$ cat config.mk
export PLATFORM = sky130hd
export DESIGN_NAME = berger_scrub_reader
export DESIGN_NICKNAME = d
export VERILOG_FILES = /design/src/rtl/berger_pkg.sv /design/src/rtl/berger_word_check.sv /design/src/rtl/berger_scrub_reader.sv
export SDC_FILE = /design/constraint.sdc
export NUM_CORES = 1
export LEC_CHECK = 0
export ABC_AREA = 1
export BUFFER_PORTS_ARGS = -buffer_cell sky130_fd_sc_hd__buf_2
export CAP_MARGIN = 40
export CELL_PAD_IN_SITES_DETAIL_PLACEMENT = 1
export CELL_PAD_IN_SITES_GLOBAL_PLACEMENT = 2
export CORE_UTILIZATION = 29
export CTS_BUF_LIST = sky130_fd_sc_hd__clkbuf_8
export DETAILED_ROUTE_END_ITERATION = 10
export PLACE_DENSITY_LB_ADDON = 0.12
export SLEW_MARGIN = 0
export SYNTH_ARGS = -nofsm -noshare
export SYNTH_HDL_FRONTEND = slang
export SYNTH_HIERARCHICAL = 1
export SYNTH_SLANG_ARGS = --single-unit
$ cat constraint.sdc
create_clock -name clk -period 1.1 [get_ports clk]
set_clock_uncertainty 0.1 [all_clocks]
set_input_delay 0.22 -clock clk [delete_from_list [all_inputs] [get_ports clk]]
set_output_delay 0.22 -clock clk [all_outputs]
set_load 0.02 [all_outputs]
$ cat src/rtl/berger_pkg.sv
// Shared Berger-code definitions: codeword geometry, scrubber FSM states
// and the zero-count helper used to recompute check fields.
package berger_pkg;

  localparam int unsigned DATA_W = 8;
  localparam int unsigned CHK_W  = 4;
  localparam int unsigned CW_W   = 12;

  typedef enum logic [1:0] {
    IDLE,
    SCAN,
    DRAIN,
    DONE
  } scrub_state_e;

  function automatic logic [CHK_W-1:0] count_zeros(input logic [DATA_W-1:0] data);
    logic [CHK_W-1:0]  n;
    logic [DATA_W-1:0] d;
    n = '0;
    d = data;
    for (int unsigned i = 0; i < DATA_W; i++) begin
      n = n + {{(CHK_W-1){1'b0}}, ~d[0]};
      d = d >> 1;
    end
    return n;
  endfunction

endpackage

$ cat src/rtl/berger_word_check.sv
// Combinational Berger check of one 12-bit codeword: recomputes the zero
// count of the data field and flags any difference from the stored check.
module berger_word_check
  import berger_pkg::*;
(
  input  logic [11:0] codeword,
  output logic        err,
  output logic [3:0]  check
);

  // Stored check values 9..15 can never match a count of at most 8.
  always_comb begin
    check = count_zeros(codeword[CW_W-1:CHK_W]);
    err   = (check != codeword[CHK_W-1:0]);
  end

endmodule

$ cat src/rtl/berger_scrub_reader.sv
// Read-side scrubber: scans addresses 0..DEPTH-1, checks each returned
// Berger codeword and reports errors. Optional macro BERGER_SCRUB_HALT_EN.
module berger_scrub_reader
  import berger_pkg::*;
#(
  parameter int unsigned DEPTH  = 16,
  parameter int unsigned ADDR_W = 4,
  parameter int unsigned CNT_W  = 5
) (
  input  logic              clk,
  input  logic              rst,
  input  logic              start,
  output logic              mem_rd_en,
  output logic [ADDR_W-1:0] mem_addr,
  input  logic [11:0]       mem_rdata,
  output logic              busy,
  output logic              done,
  output logic              err_pulse,
  output logic [ADDR_W-1:0] err_addr,
  output logic [CNT_W-1:0]  err_count,
  output logic              first_err_valid,
  output logic [ADDR_W-1:0] first_err_addr
);

  localparam logic [ADDR_W-1:0] LAST_ADDR = ADDR_W'(DEPTH - 1);
  localparam logic [CNT_W-1:0]  CNT_MAX   = '1;

  scrub_state_e      state_q, state_d;
  logic              rd_en_q, rd_en_d;
  logic [ADDR_W-1:0] addr_q, addr_d;
  logic              busy_q, busy_d;
  logic              done_q, done_d;
  logic              chk_vld_q, chk_vld_d;
  logic [ADDR_W-1:0] chk_addr_q, chk_addr_d;
  logic              err_pulse_q, err_pulse_d;
  logic [ADDR_W-1:0] err_addr_q, err_addr_d;
  logic [CNT_W-1:0]  err_count_q, err_count_d;
  logic              first_vld_q, first_vld_d;
  logic [ADDR_W-1:0] first_addr_q, first_addr_d;

  logic              word_err;
  logic [3:0]        chk_unused;
  logic              word_bad;
  logic              halt_req;

  berger_word_check u_check (
    .codeword (mem_rdata),
    .err      (word_err),
    .check    (chk_unused)
  );

  assign word_bad = chk_vld_q & word_err;

`ifdef BERGER_SCRUB_HALT_EN
  assign halt_req = word_bad;
`else
  assign halt_req = 1'b0;
`endif

  always_comb begin
    state_d      = state_q;
    rd_en_d      = 1'b0;
    addr_d       = '0;
    busy_d       = busy_q;
    done_d       = 1'b0;
    chk_vld_d    = rd_en_q;
    chk_addr_d   = addr_q;
    err_pulse_d  = word_bad;
    err_addr_d   = word_bad ? chk_addr_q : '0;
    err_count_d  = err_count_q;
    first_vld_d  = first_vld_q;
    first_addr_d = first_addr_q;

    if (word_bad) begin
      if (err_count_q != CNT_MAX) err_count_d = err_count_q + 1'b1;
      if (!first_vld_q) begin
        first_vld_d  = 1'b1;
        first_addr_d = chk_addr_q;
      end
    end

    case (state_q)
      IDLE: begin
        if (start) begin
          state_d      = SCAN;
          rd_en_d      = 1'b1;
          busy_d       = 1'b1;
          err_count_d  = '0;
          first_vld_d  = 1'b0;
          first_addr_d = '0;
        end
      end
      // The read issued this cycle is still checked in DRAIN, even on halt.
      SCAN: begin
        if (addr_q == LAST_ADDR || halt_req) begin
          state_d = DRAIN;
        end else begin
          rd_en_d = 1'b1;
          addr_d  = addr_q + 1'b1;
        end
      end
      DRAIN: begin
        state_d = DONE;
        done_d  = 1'b1;
        busy_d  = 1'b0;
      end
      DONE: state_d = IDLE;
      default: state_d = IDLE;
    endcase
  end

  always_ff @(posedge clk or posedge rst) begin
    if (rst) begin
      state_q      <= IDLE;
      rd_en_q      <= 1'b0;
      addr_q       <= '0;
      busy_q       <= 1'b0;
      done_q       <= 1'b0;
      chk_vld_q    <= 1'b0;
      chk_addr_q   <= '0;
      err_pulse_q  <= 1'b0;
      err_addr_q   <= '0;
      err_count_q  <= '0;
      first_vld_q  <= 1'b0;
      first_addr_q <= '0;
    end else begin
      state_q      <= state_d;
      rd_en_q      <= rd_en_d;
      addr_q       <= addr_d;
      busy_q       <= busy_d;
      done_q       <= done_d;
      chk_vld_q    <= chk_vld_d;
      chk_addr_q   <= chk_addr_d;
      err_pulse_q  <= err_pulse_d;
      err_addr_q   <= err_addr_d;
      err_count_q  <= err_count_d;
      first_vld_q  <= first_vld_d;
      first_addr_q <= first_addr_d;
    end
  end

  assign mem_rd_en       = rd_en_q;
  assign mem_addr        = addr_q;
  assign busy            = busy_q;
  assign done            = done_q;
  assign err_pulse       = err_pulse_q;
  assign err_addr        = err_addr_q;
  assign err_count       = err_count_q;
  assign first_err_valid = first_vld_q;
  assign first_err_addr  = first_addr_q;

endmodule
Word-level counts from Yosys, hierarchy flattened
Cells that the tools add are included.

Bits in registers: 29. Input port bits: 15. Output and inout bits: 22. Logic and storage cells: 65.

Add/subtract/negate cells: 9. Equality and inequality tests: 8. Multiplexer cells: 23. Bitwise logic cells: 9. Reduce and logical (&&, ||, !) cells: 4.

Operators by type and width (number): $mux W4 (7); $add A4 B1 Y4 (6); $mux W5 (4); $not A1 Y1 (8); $pmux W2 S4 (1); $mux W1 (7); $add A5 B1 Y5 const B (1); $ne A5 B5 Y1 const B (1); $add A4 B1 Y4 const B (1); $eq A2 B2 Y1 const B (2); $eq A4 B4 Y1 const B (1); $mux W2 (2); $ne A2 B2 Y1 const B (2); $ne A4 B4 Y1 (1); $pmux W1 S2 (2); $reduce_and A2 Y1 (2); $add A1 B1 Y2 (1); $eq A2 B1 Y1 const B (1); $logic_not A2 Y1 (1); $reduce_bool A2 Y1 (1); $and A1 B1 Y1 (1).

Longest topological paths before layout
Gate-level depths: netlist of run 1.

Word-level depth: 13. Depth in mapped cells: 18. Gate-level depth less buffers: 17.

Modules after synthesis
Netlist of run 1, hierarchy kept.

By module, submodules not included: berger_scrub_reader (instances 1, cells an instance 114, area an instance 1204.9 µm², sequential area each 725.7 µm²); berger_word_check (instances 1, cells an instance 48, area an instance 279.0 µm², sequential area each 0.0 µm²).

Least setup slack after synthesis of run 1
OpenSTA, ideal clock, no wires.

Path kind: input -> register. From: input mem_rdata[4]. To: register err_count_q[3], in the netlist err_count[3]. Setup time: 113 ps. Arrival: 3146 ps. Data required time: 887 ps. Setup slack: -2259 ps. Stages: 18. Path buffers: 1. Cells stage by stage: inv_1 fa_1 fa_1 fa_1 ha_1 fa_1 inv_1 nand2_1 nand2_1 nor2_1 nand3_1 nand2_2 buf_6 inv_4 nand3_1 nand3_1 nand2_1 inv_1.

Cells in the longest elaborated chain, start to end: 13.

RTL lines: start: declaration (RTL line berger_scrub_reader.sv:15) `input logic [11:0] mem_rdata,`; $not A1 Y1 * (RTL line berger_pkg.sv:22) `n = n + {{(CHK_W-1){1'b0}}, ~d[0]};`; $add A1 B1 Y2 * (RTL line berger_pkg.sv:22); $add A4 B1 Y4 * (6 in series) (RTL line berger_pkg.sv:22); via chk_unused[1] (RTL line berger_scrub_reader.sv:42) `logic [3:0] chk_unused;`; $ne A4 B4 Y1 * (RTL line berger_word_check.sv:14) `err = (check != codeword[CHK_W-1:0]);`; via word_err (RTL line berger_scrub_reader.sv:41) `logic word_err;`; $and A1 B1 Y1 * (RTL line berger_scrub_reader.sv:52) `assign word_bad = chk_vld_q & word_err;`; via err_pulse_d (RTL line berger_scrub_reader.sv:35) `logic err_pulse_q, err_pulse_d;`; $mux W5 * (RTL line berger_scrub_reader.sv:74) `if (word_bad) begin`; $mux W5 (RTL line berger_scrub_reader.sv:84) `if (start) begin`; $mux W5 * (RTL line berger_scrub_reader.sv:82) `case (state_q)`; via err_count_d[3] (RTL line berger_scrub_reader.sv:37) `logic [CNT_W-1:0] err_count_q, err_count_d;`; end signal: assignment (RTL line berger_scrub_reader.sv:136) `err_count_q <= err_count_d;`; end: declaration (RTL line berger_scrub_reader.sv:37).

The timed path passes the listed nets; every way through them passes the cells marked *. A chain may end at the register's enable or synchronous reset.

Final worst setup path of run 1
From: input mem_rdata[6]. To: register first_addr_q[2], in the netlist first_err_addr[2].

Cells in the longest elaborated chain, start to end: 12.

RTL lines: $not A1 Y1 * (RTL line berger_pkg.sv:22); $add A4 B1 Y4 * (6 in series) (RTL line berger_pkg.sv:22); via chk_unused[1] (RTL line berger_scrub_reader.sv:42); $ne A4 B4 Y1 * (RTL line berger_word_check.sv:14); via word_err (RTL line berger_scrub_reader.sv:41); $and A1 B1 Y1 * (RTL line berger_scrub_reader.sv:52); $mux W4 * (RTL line berger_scrub_reader.sv:74); $mux W4 (RTL line berger_scrub_reader.sv:84); $mux W4 * (RTL line berger_scrub_reader.sv:82); via first_addr_d[2] (RTL line berger_scrub_reader.sv:39) `logic [ADDR_W-1:0] first_addr_q, first_addr_d;`; end signal: assignment (RTL line berger_scrub_reader.sv:138) `first_addr_q <= first_addr_d;`; end: declaration (RTL line berger_scrub_reader.sv:39).

Marked as above.

==> flow_metrics.env, run 1 <==
export IMPL_setup_ws_ns=-2.14
export IMPL_drv_cap=0
export IMPL_dieArea_mm2=0.00538
export IMPL_clkTransAtPathRegs_ns=0.06
export IMPL_power_density_mw_per_mm2=2510
export IMPL_rsz0062_at_grt="yes"
export IMPL_syn_nets=187
export IMPL_io_buffer_count=36
export IMPL_max_stage_delay_ns=0.56
export IMPL_dpl_instance_area_mm2=0.00193
export IMPL_die_x_um=73.4
export IMPL_dr_total_vias=1349
export IMPL_grt_pass1_wl_um=6640
export IMPL_insertion_delay_ns=0.28
export IMPL_period_minus_slack_ns=3.24
export IMPL_die_y_um=73.4
export IMPL_antenna_found_initial=0
export IMPL_critical_path_class="in2reg"
export IMPL_status="finished, violations left"
export IMPL_setup_viol=42
export IMPL_syn_inst=160
export IMPL_dr_pass1_iters=3
export IMPL_grt_max_degree=30
export IMPL_wl_per_cell_um=13.0
export IMPL_initial_core_util_pct=30.6
export IMPL_vias_per_cell=4.32
export IMPL_required_ns=1.20
export IMPL_critPathMostFrequentCell="fa_1"
export IMPL_antenna_cells=0
export IMPL_final_area_mm2=0.00258
export IMPL_min_path_cells=4
export IMPL_reg2reg_depth=7
export IMPL_leakagePower_nw=1.29
export IMPL_cp_end_kind="register"
export IMPL_worst_pin_slew_ns=0.265
export IMPL_slew_violations=0
export IMPL_peakVddDrop_v=0.00136
export IMPL_ios=37
export IMPL_drt_wl_total_um=4050
export IMPL_drt_antenna_violating_nets=0
export IMPL_tritoncts="yes"
export IMPL_cts_path_max_buffers=2
export IMPL_place_gp_congestion=0.850
export IMPL_max_freq_mhz=309
export IMPL_clock_sinks=29
export IMPL_nets=271
export IMPL_drive_gt1_share_pct=56.3
export IMPL_dp_hpwl_um=2710
export IMPL_grt_pass1_vias=1432
export IMPL_first_iter_violations=35
export IMPL_htree_levels=2
export IMPL_post_route_period_util_pct=294
export IMPL_violations="negative setup slack"
export IMPL_netlist_area_mm2=0.00148
export IMPL_relSlewSlack_pct=82.3
export IMPL_cts_buffers=5
export IMPL_crit_chain="buf_6, inv_2, fa_1, fa_1, fa_1, ha_2, fa_2, nand2_1, nand2_1, nor2_1, nand3_1, nand2_4, nor2_4, nor2_2, a211oi_2"
export IMPL_area_growth_pct=74.6
export IMPL_drc=0
export IMPL_reg2reg_slack_ns=-0.21
export IMPL_grt_overflow=0
export IMPL_worstHoldPathType="in2reg"
export IMPL_core_mm2=0.00482
export IMPL_cp_max_fo=8
export IMPL_cp_slowest_cell="fa_1"
export IMPL_syn_avg_cell_area_um2=9.23
export IMPL_yosys_warnings=6
export IMPL_gr_usage_all_layers_pct=17.0
export IMPL_hold_viol_final=0
export IMPL_setup_tns_ns=-32.60
export IMPL_cts_root_buf="clkbuf_8"
export IMPL_row_count=25
export IMPL_startpoint_type="input pin"
export IMPL_arrival_ns=3.33
## worst max-delay path: cells and delay by family
kind	cells	cell delay [ns]
AO/OA/AOI/OAI	1	0.18
adder cells (fa/ha/maj)	5	2.18
buffers and inverters	2	0.10
AND/OR/NAND/NOR	7	0.68
## path summary, 6_finish.rpt
check / startpoint / to
min in group asynchronous: rst / busy
hold / removal: start / err_count[1]
setup reg to reg: err_count[0] / err_count[3]
hold reg to reg: mem_addr[2] / chk_addr_q[2]
setup / recovery: mem_rdata[6] / first_err_addr[2]
max in group asynchronous: rst / first_err_valid
## state kept, by name, summed over array words and instances, names as in the netlist
| register | cells |
|---|---|
| chk_vld_q | 1 |
| mem_rd_en | 1 |
| first_err_valid | 1 |
| chk_addr_q | 4 |
| mem_addr | 4 |
| first_err_addr | 4 |
| done | 1 |
| err_addr | 4 |
| err_pulse | 1 |
| state_q | 2 |
| busy | 1 |
| err_count | 5 |
## stage by stage
step           utilization (%)  total power [mW]  hold WS (ns)  std cells  setup slack [ns]
6_report                  53.5              6.46         0.217        312             -2.14
3_3_place_gp              40.1              3.95         0.168        282             -2.47
4_1_cts                   52.4              6.32         0.207        309             -2.15
5_1_grt                   53.5              6.93         0.222        312             -2.28
3_5_place_dp              40.1              4.02         0.169        282             -2.55
2_1_floorplan                -              3.07         0.198        160             -2.21
## per-layer routing
metal / wire [um] / track usage, %
met1: 1510 / 16.8
met2: 2380 / 33.7
met3: 127 / 4.25
met4: 39 / 6.41
met5: 0 / 0
## power breakdown
part           switching [mW]  leakage, nW  total, mW  internal (mW)
combinational            1.77        0.861       3.72           1.95
clock                   0.404       0.0593       1.07          0.662
sequential              0.263        0.371       1.67           1.41
total                    2.44         1.29       6.46           4.03
## layout by cell type (no fill, tap or decap), types with 2 or more instances in the layout
master / instances
o21ai_1: 2
buf_6: 41
nand2_2: 4
dfrtp_2: 6
buf_4: 24
inv_1: 27
inv_2: 5
dfrtp_1: 23
nor2_1: 12
fa_1: 3
nand2_1: 24
nand2_4: 3
nand3_1: 7
nor2_4: 4
a21oi_2: 3
ha_1: 3
a211oi_2: 4
o21bai_1: 2
inv_8: 2
buf_2: 11
ha_4: 4
nor2_2: 6
nand3_2: 5
clkbuf_8: 5
o21ai_2: 3
## cell type report
class	count	area [um2]
Clock buffer	5	68.8
Clock inverter	3	38.8
Fill cell	570	2240
Inverter	34	145
Multi-Input combinational cell	96	781
Sequential cell	29	733
Tap cell	67	83.8
Timing Repair Buffer	78	727
## timing repair
item,4_1_cts,5_1_grt
pin swaps,19,11
buffers inserted,18,6
endpoints found under the hold margin,29,0
hold buffers,1,0
resized for setup,96,14
gates cloned,0,0
setup endpoints to repair,45,45
Note: power is estimated with default switching activity, not from simulation.
==> run 2: changes to the inputs <==
--- a/config.mk
+++ b/config.mk
@@ -14,6 +14,7 @@
 export CTS_BUF_LIST = sky130_fd_sc_hd__clkbuf_8
 export DETAILED_ROUTE_END_ITERATION = 10
 export PLACE_DENSITY_LB_ADDON = 0.12
+export REMOVE_ABC_BUFFERS = 1
 export SLEW_MARGIN = 0
 export SYNTH_ARGS = -nofsm -noshare
 export SYNTH_HDL_FRONTEND = slang
==> run 2 against run 1 <==
Compared with the run above: the run still ends with negative setup slack left; setup slack worse by 0.0052 ns; hold slack worse by 0.013 ns; clock-buffer cell count up 2; cell count up 0.32%; via count down 2.0%; die area unchanged; critical endpoint is now err_count[3]; highest routed layer unchanged.
==> flow_metrics.env, run 2 (synthesis results as in run 1) <==
export IMPL_drc=0
export IMPL_instances_no_fill=313
export IMPL_worst_pin_slew_ns=0.231
export IMPL_antenna_found_initial=0
export IMPL_period_minus_slack_ns=3.24
export IMPL_ios=37
export IMPL_drt_wl_total_um=3930
export IMPL_dr_pass1_iters=2
export IMPL_place_gp_congestion=0.779
export IMPL_holdWs_ns=0.204
export IMPL_largest_reg_flops=5
export IMPL_pwr_share_clk_pct=15.1
export IMPL_cts_root_buf="clkbuf_8"
export IMPL_tritoncts="yes"
export IMPL_status="finished, violations left"
export IMPL_p_sw_share_pct=38.3
export IMPL_critical_path_class="in2reg"
export IMPL_rsz0062_at_grt="yes"
export IMPL_nets=272
export IMPL_p_switching_mw=2.42
export IMPL_grt_max_degree=30
export IMPL_max_freq_mhz=308
export IMPL_cts_buffers=5
export IMPL_first_iter_violations=22
export IMPL_grt_pass1_wl_um=6430
export IMPL_clkTransAtPathRegs_ns=0.06
export IMPL_post_route_period_util_pct=295
export IMPL_drt_antenna_violating_nets=0
export IMPL_setup_tns_ns=-32.78
export IMPL_vias_per_cell=4.22
export IMPL_drive_gt1_share_pct=54.5
export IMPL_grt_pass1_vias=1421
export IMPL_cp_end_kind="register"
export IMPL_antenna_cells=0
export IMPL_setup_ws_ns=-2.14
export IMPL_die_y_um=73.4
export IMPL_htree_levels=2
export IMPL_arrival_ns=3.32
export IMPL_area_growth_pct=70.3
export IMPL_clock_sinks=29
export IMPL_cp_max_fo=7
export IMPL_cts_path_max_buffers=2
export IMPL_p_int_mw=3.90
export IMPL_dp_slack_ns=-2.53
export IMPL_fin_util_pct=52.2
export IMPL_final_common_cell="buf_6"
export IMPL_dieArea_mm2=0.00538
export IMPL_startpoint_type="input pin"
export IMPL_p_comb_share_pct=58.6
export IMPL_drv_cap=0
export IMPL_insertion_delay_ns=0.28
export IMPL_initial_core_util_pct=30.6
export IMPL_hold_viol_final=0
export IMPL_setup_viol=42
export IMPL_core_mm2=0.00482
export IMPL_place_inst=282
export IMPL_power_density_mw_per_mm2=2510
export IMPL_io_buffer_count=36
export IMPL_worstHoldPathType="in2reg"
export IMPL_grt_overflow=0
export IMPL_peakVddDrop_v=0.00124
export IMPL_wl_per_cell_um=12.6
export IMPL_p_seq_share_pct=26.3
export IMPL_slew_violations=0
export IMPL_die_x_um=73.4
export IMPL_relSlewSlack_pct=84.6
export IMPL_violations="negative setup slack"
export IMPL_row_count=25
export IMPL_dr_total_vias=1322
export IMPL_dp_hpwl_um=2790
export IMPL_gr_usage_all_layers_pct=16.2
export IMPL_layout_common_cells="buf_6, buf_4, dfrtp_1, inv_1, nand2_1"
export IMPL_required_ns=1.18
export IMPL_leakagePower_nw=1.29
==> run 2: cell count changes in the layout (fill, tap and decap cells not counted), sizes merged <==
cell and delta:
bufinv -1, inv -1, buf +1, clkbuf +2
==> run 2: worst max-delay path, cell delays in order <==
cell,delay [ns]
buf_6,0.07
inv_2,0.03
fa_1,0.54
fa_1,0.42
fa_1,0.45
ha_2,0.19
fa_1,0.51
inv_1,0.05
nand2_1,0.05
nand2_1,0.05
nor2_1,0.09
nand3_1,0.13
nand2_4,0.15
inv_4,0.07
nand3_2,0.10
nand3_1,0.08
nand2_1,0.08
inv_1,0.04
==> run 2: per-stage QoR <==
step	power, mW	instance area, um2
floorplan	2.98	1470
global placement	3.90	1890
detailed placement	4.01	1890
CTS	6.05	2420
global route	6.74	2510
finish	6.32	2510
==> run 2: worst paths after layout <==
kind                                    from           end  slack (ns)  cells past startpoint
worst max-delay path            mem_rdata[4]  err_count[3]       -2.14                     18
worst min-delay path                   start  err_count[2]        0.20                      4
worst max register to register  err_count[0]  err_count[3]       -0.18                      7
worst min register to register     mem_rd_en     chk_vld_q        0.33                      0
max in group asynchronous                rst  err_count[2]        0.31                      4
min in group asynchronous                rst    state_q[1]        0.41                      4
==> run 2: power groups by stage <==
stage / clock network (mW) / registers, mW / logic (mW)
2_1_floorplan: 0 / 1.92 / 1.05
3_3_place_gp: 0 / 1.59 / 2.31
3_5_place_dp: 0 / 1.61 / 2.40
4_1_cts: 0.979 / 1.66 / 3.40
5_1_grt: 1.03 / 1.70 / 4.01
6_report: 0.954 / 1.66 / 3.70
==> run 2: timing repair <==
item / 4_1_cts / 5_1_grt
hold buffers: 1 / 0
setup buffers: 17 / 5
endpoints found under the setup margin: 46 / 45
gates resized for setup: 90 / 13
hold endpoints to repair: 29 / 0
pin swaps: 15 / 6
==> run 2: final cells by class <==
cell class	instances	area (um2)
Clock buffer	7	96.3
Inverter	34	135
Fill cell	564	2300
Timing Repair Buffer	79	711
Multi-Input combinational cell	96	754
Sequential cell	29	728
Tap cell	67	83.8
Clock inverter	1	5.00
==> run 2: layer usage <==
layer	share of wire (%)	vias to the layer above	GRT usage [%]	wire length [um]
li1	-	659	-	-
met1	40	630	18.3	1560
met2	55	26	29.3	2160
met3	3.6	7	3.84	142
met4	1.7	0	6.41	68
met5	0	-	0	0
==> run 3: changes to the inputs <==
--- a/config.mk
+++ b/config.mk
@@ -10,7 +10,7 @@
 export CAP_MARGIN = 40
 export CELL_PAD_IN_SITES_DETAIL_PLACEMENT = 1
 export CELL_PAD_IN_SITES_GLOBAL_PLACEMENT = 2
-export CORE_UTILIZATION = 29
+export CORE_UTILIZATION = 32
 export CTS_BUF_LIST = sky130_fd_sc_hd__clkbuf_8
 export DETAILED_ROUTE_END_ITERATION = 10
 export PLACE_DENSITY_LB_ADDON = 0.12
==> constraint.sdc (replaced) <==
create_clock -name clk -period 3.25 [get_ports clk]
set_clock_uncertainty 0.1 [all_clocks]
set_input_delay 0.65 -clock clk [delete_from_list [all_inputs] [get_ports clk]]
set_output_delay 0.65 -clock clk [all_outputs]
set_load 0.02 [all_outputs]
==> run 3 against run 2 <==
Compared with the run above: the run still ends with negative setup slack left; clock-buffer cell count down 1; clock power down 61%; register-to-register slack better by 2.0 ns; utilization down 6.7 points; non-clock buffer count down 32; largest cell class is now registers.
==> flow_metrics.env, run 3 (synthesis results as in run 1) <==
export IMPL_status="finished, violations left"
export IMPL_violations="negative setup slack"
export IMPL_top_usage_layer="met2"
export IMPL_required_ns=3.30
export IMPL_leakagePower_nw=1.10
export IMPL_hold_path_startpoint="mem_rd_en"
export IMPL_grt_pass1_vias=1278
export IMPL_grt_pass1_wl_um=5530
export IMPL_dp_hpwl_um=2470
export IMPL_ios=37
export IMPL_initial_core_util_pct=33.7
export IMPL_clkTransAtPathRegs_ns=0.06
export IMPL_gr_usage_all_layers_pct=14.3
export IMPL_io_buffer_count=36
export IMPL_grt_overflow=0
export IMPL_layout_common_cells="buf_2, nand2_1, inv_1, dfrtp_1, nor2_1"
export IMPL_drc=0
export IMPL_hold_end="chk_vld_q"
export IMPL_vias_per_cell=4.56
export IMPL_cts_path_max_buffers=2
export IMPL_wl_per_cell_um=12.0
export IMPL_tritoncts="yes"
export IMPL_dieArea_mm2=0.00489
export IMPL_cp_end_kind="register"
export IMPL_p_total_mw=1.70
export IMPL_setup_viol=15
export IMPL_multi_input_area_um2=663
export IMPL_holdBufCountCts=0
export IMPL_die_x_um=69.9
export IMPL_slew_violations=0
export IMPL_place_gp_congestion=0.762
export IMPL_worstHoldPathType="reg2reg"
export IMPL_cts_root_buf="clkbuf_8"
export IMPL_met2_usage_pct=27.1
export IMPL_fin_util_pct=45.4
export IMPL_area_growth_pct=34.9
export IMPL_dr_pass1_iters=4
export IMPL_nets=240
export IMPL_p_switching_mw=0.663
export IMPL_grt_max_degree=30
export IMPL_grt_use_met3_pct=2.89
export IMPL_row_count=24
export IMPL_antenna_cells=0
export IMPL_cp_max_fo=6
export IMPL_startpoint_type="input pin"
export IMPL_p_comb_share_pct=44.6
export IMPL_first_iter_violations=14
export IMPL_dr_total_vias=1213
export IMPL_core_mm2=0.00438
export IMPL_power_density_mw_per_mm2=852
export IMPL_reg2reg_depth=7
export IMPL_p_int_mw=1.03
export IMPL_drv_cap=0
export IMPL_rsz0062_at_grt="yes"
export IMPL_insertion_delay_ns=0.27
export IMPL_drt_wl_total_um=3190
export IMPL_reg2reg_from="err_count[0]"
export IMPL_reg2reg_to="err_count[3]"
export IMPL_p_sw_share_pct=39.1
export IMPL_drt_antenna_violating_nets=0
export IMPL_p_seq_share_pct=33.3
export IMPL_clock_sinks=29
export IMPL_grtUsageMet1_pct=15.5
export IMPL_die_y_um=69.9
export IMPL_hold_viol_final=0
export IMPL_min_path_cells=0
export IMPL_setup_ws_ns=-0.372
export IMPL_pwr_share_clk_pct=22.1
export IMPL_period_minus_slack_ns=3.62
export IMPL_post_route_period_util_pct=111
export IMPL_antenna_found_initial=0
export IMPL_drive_gt1_share_pct=39.3
export IMPL_max_freq_mhz=276
export IMPL_worst_pin_slew_ns=0.371
export IMPL_relSlewSlack_pct=75.2
export IMPL_final_common_cell="buf_2"
export IMPL_ff_latch_area_um2=726
export IMPL_setup_tns_ns=-4.58
export IMPL_fillers=535
export IMPL_arrival_ns=3.68
export IMPL_cts_buffers=5
export IMPL_largest_reg_flops=5
export IMPL_htree_levels=2
export IMPL_critical_path_class="in2reg"
export IMPL_reg2reg_slack_ns=1.86
export IMPL_peakVddDrop_v=0.000361
[run 3: critical path: stages]
cell,delay [ns]
buf_6,0.07
inv_4,0.03
fa_1,0.54
fa_1,0.43
fa_1,0.45
ha_2,0.20
fa_2,0.54
inv_2,0.03
nand2_1,0.05
nand2_1,0.05
nor2_2,0.09
nand3_2,0.09
nand2_4,0.12
nor2_4,0.06
buf_6,0.14
nor2_2,0.09
a211oi_2,0.04
[run 3: layout make-up]
type                            instances  share of cell area [%]
Sequential cell                        29                    36.4
Inverter                               34                    6.66
Timing Repair Buffer                   47                    14.5
Multi-Input combinational cell         96                    33.3
Tap cell                               52                    3.27
Clock inverter                          2                    1.70
Clock buffer                            6                    4.15
[run 3: worst max path at each step]
stage	start	slack, ns	to
global placement	mem_rdata[4]	-0.72	err_count[3]
finish	mem_rdata[4]	-0.37	first_err_addr[2]
global route	mem_rdata[4]	-0.50	first_err_addr[2]
floorplan	mem_rdata[4]	-0.53	err_count[3]
CTS	mem_rdata[4]	-0.41	err_count[2]
detailed placement	mem_rdata[4]	-0.83	err_count[3]
[run 3: power by group through the flow]
stage | sequential (mW) | combinational (mW) | clock [mW]
floorplan | 0.651 | 0.356 | 0
global placement | 0.557 | 0.664 | 0
global route | 0.581 | 0.845 | 0.401
CTS | 0.565 | 0.719 | 0.389
detailed placement | 0.565 | 0.688 | 0
finish | 0.566 | 0.756 | 0.375
[run 3: per-layer routing]
metal	up-vias	wire length (um)
met3	5	103
li1	602	-
met1	586	1290
met5	-	0
met2	20	1760
met4	0	37
[run 3: per-stage QoR]
stage	setup slack, ns	cells	instance area (um2)	hold WS [ns]
CTS	-0.411	263	1930	0.318
global placement	-0.719	253	1770	0.291
global route	-0.499	266	1990	0.321
finish	-0.372	266	1990	0.306
floorplan	-0.534	159	1470	0.370
detailed placement	-0.827	253	1770	0.296
[run 3: repair_timing]
action	CTS	global route
setup buffers	2	3
pin swaps	7	10
hold endpoints to repair	0	0
resized for setup	10	12
setup endpoints to repair	15	15
cloned	0	0
